$ cat src/rtl/vdp18_pack.sv
// Shared VDP types: VRAM slot codes, sequencer states and constants.
// Slot codes are produced by the timing controller, one per access-slot strobe.
package vdp18_pack;

    localparam int vdp_vram_aw_c = 14;

    typedef enum logic [3:0] {
        AC_NONE,
        AC_PNT,
        AC_PCT,
        AC_PGT,
        AC_STST,
        AC_SATY,
        AC_SATX,
        AC_SATN,
        AC_SATC,
        AC_SPTH,
        AC_SPTL,
        AC_CPU
    } access_t;

    typedef enum logic [1:0] {
        IDLE,
        ISSUE,
        WAIT,
        DONE
    } vram_seq_state_t;

    // Kind of VRAM cycle currently owned by the sequencer
    typedef enum logic [1:0] {
        OP_DISP,
        OP_CPU_RD,
        OP_CPU_WR
    } vram_op_t;

endpackage

$ cat src/rtl/vdp18_cpu_req_latch.sv
// Holds one CPU VRAM request until the sequencer retires it; write wins a tie.
// Requests arriving while busy are dropped; busy clears the cycle after release.
module vdp18_cpu_req_latch #(
    parameter int AW = 14
) (
    input  logic          clk_i,
    input  logic          reset_i,
    input  logic          wr_req_i,
    input  logic          rd_req_i,
    input  logic [AW-1:0] addr_i,
    input  logic [7:0]    wdata_i,
    input  logic          release_i,
    output logic          busy_o,
    output logic [AW-1:0] addr_o,
    output logic [7:0]    wdata_o,
    output logic          we_o
);

    always_ff @(posedge clk_i or posedge reset_i) begin
        if (reset_i) begin
            busy_o  <= 1'b0;
            addr_o  <= '0;
            wdata_o <= '0;
            we_o    <= 1'b0;
        end else if (release_i) begin
            busy_o <= 1'b0;
        end else if (!busy_o && (wr_req_i || rd_req_i)) begin
            busy_o  <= 1'b1;
            addr_o  <= addr_i;
            wdata_o <= wdata_i;
            we_o    <= wr_req_i;
        end
    end

endmodule

$ cat src/rtl/vdp18_vram_seq.sv
// VRAM access sequencer: runs one display or CPU VRAM cycle per access-slot strobe.
// Read result RD_LAT+2 clk_i after the strobe, write done 2 clk_i after; strobes while busy are ignored.
module vdp18_vram_seq
    import vdp18_pack::*;
#(
    parameter int RD_LAT = 2,
    parameter int AW     = vdp_vram_aw_c
) (
    input  logic          clk_i,
    input  logic          reset_i,
    input  logic          clk_en_acc_i,
    input  access_t       access_type_i,
    input  logic [AW-1:0] disp_addr_i,
    input  logic          cpu_wr_req_i,
    input  logic          cpu_rd_req_i,
    input  logic [AW-1:0] cpu_addr_i,
    input  logic [7:0]    cpu_wdata_i,
    output logic          cpu_busy_o,
    output logic          cpu_done_o,
    output logic [7:0]    cpu_rdata_o,
    output logic [AW-1:0] vram_a_o,
    output logic          vram_ce_o,
    output logic          vram_we_o,
    output logic [7:0]    vram_d_o,
    input  logic [7:0]    vram_d_i,
    output logic [7:0]    disp_data_o,
    output logic          disp_valid_o,
    output access_t       disp_type_o
);

    localparam logic [2:0] CNT_LOAD = 3'(RD_LAT - 1);

    vram_seq_state_t state_q, state_d;
    vram_op_t        op_q, start_op;
    logic [2:0]      cnt_q;
    logic            start, op_done;

    logic [AW-1:0]   req_addr;
    logic [7:0]      req_wdata;
    logic            req_we;
    logic            req_release;

    assign req_release = (state_q == DONE) && (op_q != OP_DISP);

    vdp18_cpu_req_latch #(.AW(AW)) u_req (
        .clk_i     (clk_i),
        .reset_i   (reset_i),
        .wr_req_i  (cpu_wr_req_i),
        .rd_req_i  (cpu_rd_req_i),
        .addr_i    (cpu_addr_i),
        .wdata_i   (cpu_wdata_i),
        .release_i (req_release),
        .busy_o    (cpu_busy_o),
        .addr_o    (req_addr),
        .wdata_o   (req_wdata),
        .we_o      (req_we)
    );

    always_ff @(posedge clk_i or posedge reset_i) begin
        if (reset_i) state_q <= IDLE;
        else         state_q <= state_d;
    end

    // Only a request already latched when the strobe arrives may take an AC_CPU slot
    always_comb begin
        state_d  = state_q;
        start    = 1'b0;
        start_op = OP_DISP;
        case (state_q)
            IDLE: begin
                if (clk_en_acc_i) begin
                    if (access_type_i == AC_CPU) begin
                        if (cpu_busy_o) begin
                            start    = 1'b1;
                            start_op = req_we ? OP_CPU_WR : OP_CPU_RD;
                        end
                    end else if (access_type_i != AC_NONE) begin
                        start = 1'b1;
                    end
                end
                if (start) state_d = ISSUE;
            end
            ISSUE:   state_d = (op_q == OP_CPU_WR) ? DONE : WAIT;
            WAIT:    if (cnt_q == 3'd0) state_d = DONE;
            DONE:    state_d = IDLE;
            default: state_d = IDLE;
        endcase
        op_done = ((state_q == ISSUE) && (op_q == OP_CPU_WR)) ||
                  ((state_q == WAIT) && (cnt_q == 3'd0));
    end

    // Result registers load on entry to DONE, so the pulses coincide with DONE
    always_ff @(posedge clk_i or posedge reset_i) begin
        if (reset_i) begin
            op_q         <= OP_DISP;
            cnt_q        <= '0;
            vram_a_o     <= '0;
            vram_ce_o    <= 1'b0;
            vram_we_o    <= 1'b0;
            vram_d_o     <= '0;
            disp_data_o  <= '0;
            disp_valid_o <= 1'b0;
            disp_type_o  <= AC_NONE;
            cpu_done_o   <= 1'b0;
            cpu_rdata_o  <= '0;
        end else begin
            vram_ce_o    <= start;
            vram_we_o    <= start && (start_op == OP_CPU_WR);
            disp_valid_o <= op_done && (op_q == OP_DISP);
            cpu_done_o   <= op_done && (op_q != OP_DISP);
            if (start) begin
                op_q     <= start_op;
                vram_a_o <= (start_op == OP_DISP) ? disp_addr_i : req_addr;
                if (start_op == OP_CPU_WR) vram_d_o    <= req_wdata;
                if (start_op == OP_DISP)   disp_type_o <= access_type_i;
            end
            if (state_q == ISSUE)
                cnt_q <= CNT_LOAD;
            else if (state_q == WAIT && cnt_q != 3'd0)
                cnt_q <= cnt_q - 3'd1;
            if (op_done && op_q == OP_DISP)   disp_data_o <= vram_d_i;
            if (op_done && op_q == OP_CPU_RD) cpu_rdata_o <= vram_d_i;
        end
    end

endmodule

$ cat config.mk
export PLATFORM = sky130hd
export DESIGN_NAME = vdp18_vram_seq
export DESIGN_NICKNAME = d
export VERILOG_FILES = /design/src/rtl/vdp18_pack.sv /design/src/rtl/vdp18_cpu_req_latch.sv /design/src/rtl/vdp18_vram_seq.sv
export SDC_FILE = /design/constraint.sdc
export NUM_CORES = 1
export LEC_CHECK = 0
export BUFFER_PORTS_ARGS = -buffer_cell sky130_fd_sc_hd__buf_2
export CELL_PAD_IN_SITES_DETAIL_PLACEMENT = 0
export CELL_PAD_IN_SITES_GLOBAL_PLACEMENT = 1
export CORE_ASPECT_RATIO = 0.9
export CORE_MARGIN = 3
export CORE_UTILIZATION = 44
export DETAILED_ROUTE_END_ITERATION = 12
export PLACE_DENSITY_LB_ADDON = 0.1
export SLEW_MARGIN = 5
export SYNTH_ARGS = -nofsm -noshare
export SYNTH_HDL_FRONTEND = slang
export SYNTH_SLANG_ARGS = --single-unit
$ cat constraint.sdc
create_clock -name clk_i -period 8.3 [get_ports clk_i]
set_input_delay 2.075 -clock clk_i [delete_from_list [all_inputs] [get_ports clk_i]]
set_output_delay 2.075 -clock clk_i [all_outputs]
set_load 0.01 [all_outputs]
==> impl_results.md <==
* Status: complete, no violations
* Final setup fails at 0
* Overall global routing resource usage at 16.21%
* Synth cell count leaders: 77 x dfrtp_1, 77 x mux2_2, 9 x inv_1
* Clock Power Share at 23.7%
* CP endpoint kind: flop
* Post-route DRC at 0
* Max Cap Viol at 0
* Fin crit period at 3.569 ns
* Pre-CTS WS at 4.321 ns
* Critical path's slowest cell: nor3b_4
* Die area at 8536 sq um
* Setup Skew at 0.008069 ns
* CTS H-tree lvls at 3
* Maximum buffer depth of the clock tree at 2
* Crit Path Class: in2reg
* Combinational share of power at 32.0%
* Crit path launch: access_type_i[1]
* Final Hold Vio Count at 0
* Peak supply drop at 0.0001552 V
* Avg Cell Area, Syn at 14.99 sq um
* WL final at 6569 microns
* Ranking of synthesized cells by area: dfrtp_1 59%, mux2_2 26%, ha_1 2.7%
* P&R area growth vs syn at 24.92%
* RSZ-0062 raised after global routing: no
* TritonCTS clock tree: yes
* Number of flops mapped to enable cells by yosys at 0
* F_max at 0.2802 GHz
* Pwr dens at 344.0 nW/um^2
* Internal Power at 0.9960 mW
* Die span in y at 87.95 microns
* TritonCTS Sinks at 77
* Synth warnings at 0
* RD Place Congestion at 0.6919
* P_leak at 2.001 nW
* Inserted Diodes at 0
* Crit path largest cell delay at 0.80 ns
* Largest net degree at the start of global routing at 78
* #FFs+latches synth at 77
* Worst-path clk slew at 0.07 ns
* Vias in the first global route at 2212
* Setup slack, reg-to-reg at 5.84 ns
* Final core utilization at 57.38%
* Post-Layout Cell Count at 423
* Final WS setup at 4.731 ns
* Ys async rst share at 100.0%
* Initial antenna violation count at 1
* Post-synth top area cell: dfrtp_1
* CP endpoint: vram_d_o[3]
* Num CTS Buffers at 9
* Critical Path Fanout Max at 17
* Sequential fraction of the synthesis area at 58.69%
* Crit path arrival time at 3.79 ns
* Worst slew pin tran at 1.063 ns
* Clk_lat worst skew at 0.33 ns
* Worst r2r src: state_q[0]
* Routed Antenna Nets at 0
* Slew Viols, Final at 0
* IO Pins at 100
* Max-slew headroom at 29.14%
* Cts repair resizes at 0
* CP Cell Sequence: buf_2 > nand3_2 > nor3b_4 > nand4_4 > mux2_4
* Clk root buf: clkbuf_8
* Wire per inst at 15.53 microns
* DP Cell Count at 407
* Switch Pwr at 0.4148 mW
* Site row count at 29
* R2R depth at 5
* Crit share post-route at 43.00%
* DRT iter0 DRCs at 55
* Worst reg2reg path endpoint: u_req.wdata_o[5]
* Via count at 2095
* Post CTS Setup Buffer Count at 0
* Final net count at 385
* Die W at 97.06 microns
* Main flop type after synthesis: dfrtp_1
* Cells after Synth at 219
* Share of power burned in registers at 44.3%
* Fill cells at 620
* Design Power at 1.411 mW
* Hold_buf cts at 0
* Top-area cell type share of the netlist area at 58.69%
* HP Class: reg2reg
* Mapped cell area at 3283 sq um
* HPWL after DPL at 4651 microns
* Delay-heaviest family, CP: simple AND/OR/NAND/NOR gates
* Netlist cell types at 36
* DR vias/cell at 4.953
* Syn_nets at 279
* Proportion of layout cells with a drive suffix above 1 at 60.91%
* Worst path depth at 5
* Number of port buffers at 99
* Grt ovf at 0
* Worst EP required at 8.52 ns
* Setup TNS at 0 ns
* CP bufs+invs at 1
* First-pass GRT wire length at 10870 microns
* Router iterations before antenna repair at 4
* Initial Util at 45.93%
* Core Box Area at 7148 sq um
* Switching fraction of total power at 29.40%
* CP Launch Type: primary input
==> flip-flops by register name, indices dropped and copies added (netlist names) <==
register	cells
u_req.addr_o	14
vram_a_o	14
cpu_rdata_o	8
disp_data_o	8
u_req.wdata_o	8
vram_d_o	8
disp_type_o	4
cnt_q	3
op_q	2
state_q	2
cpu_done_o	1
disp_valid_o	1
u_req.busy_o	1
u_req.we_o	1
vram_ce_o	1
vram_we_o	1
==> worst reg2reg max path, delay by kind of cell, from the launching register on <==
family,cells,cell delay (ns)
compound gates,2,1.01
fa+ha+maj,1,0.21
flops,1,0.43
mux,1,0.42
simple gates,1,0.27
==> power by group through the flow <==
| stage | Combinational (mW) | Clock (mW) | Sequential (mW) |
|---|---|---|---|
| 4_1_cts | 0.462 | 0.347 | 0.627 |
| 2_1_floorplan | 0.263 | 0 | 0.662 |
| 3_3_place_gp | 0.451 | 0 | 0.629 |
| 3_5_place_dp | 0.462 | 0 | 0.632 |
| 5_1_grt | 0.509 | 0.361 | 0.647 |
| 6_report | 0.452 | 0.334 | 0.624 |
==> worst min path at each step <==
stage | start | to | slack (ns) | depth (start not counted)
after floorplan | u_req.addr_o[13] | u_req.addr_o[13] | 0.47 | 1
after global placement | disp_data_o[3] | disp_data_o[3] | 0.48 | 1
after detailed placement | u_req.wdata_o[5] | vram_d_o[5] | 0.49 | 1
after CTS | u_req.wdata_o[5] | vram_d_o[5] | 0.50 | 1
after global routing | vram_d_o[0] | vram_d_o[0] | 0.51 | 1
final | u_req.wdata_o[5] | vram_d_o[5] | 0.50 | 1
==> layout by cell type (no fill, tap or decap), drive strengths merged <==
cell       n
a2bb2oi    1
or2        1
a21oi      4
nand2      6
a22oi      1
clkinv     1
nand2b     2
nor3       1
o22ai      1
buf      100
mux2      79
clkbuf    12
and4       1
nand3b     1
bufinv     3
a211o      1
nor2       3
o31a       1
or3        2
dfrtp     77
nand4      1
inv        9
nand4b     1
nand3      5
o21ai      2
nor3b      1
xor2       1
nor2b      1
xnor2      1
ha         7
a22o       1
o2bb2ai    1
o21a       1
==> kinds of logic (layout without fill, tap and decap cells) <==
group / Yosys count / count (layout) / synth area share [%]
mux: 79 / 79 / 27.32
flops: 77 / 77 / 58.69
simple gates: 26 / 26 / 5.603
compound gates: 14 / 14 / 2.897
buf+inv: 14 / 125 / 2.286
fa+ha+maj: 7 / 7 / 2.668
xor+xnor: 2 / 2 / 0.5336
==> cell type report <==
type,instances,area (sq um),share of cell area [%]
Sequential cell,77,1927,46.98
Multi-Input combinational cell,128,1281,31.24
Timing Repair Buffer,100,503.0,12.26
Clock buffer,12,145.1,3.539
Tap cell,93,116.4,2.837
Clock inverter,4,95.09,2.318
Inverter,9,33.78,0.8237
==> through the flow <==
step,instance area [sq um],hold WS [ns]
floorplan,3283,0.4749
global placement,3861,0.4829
detailed placement,3861,0.4872
CTS,4101,0.5036
global route,4101,0.5114
finish,4101,0.5020
==> per-layer routing <==
layer,part of all wire [%],track usage (%),routed length [microns],vias up
met5,0.11,0,7,-
met4,0.84,3.827,55,2
met3,7.4,7.643,485,7
met2,49,27.26,3198,60
met1,43,19.19,2822,1033
li1,-,-,-,993
(Power assumes the default switching activity.)
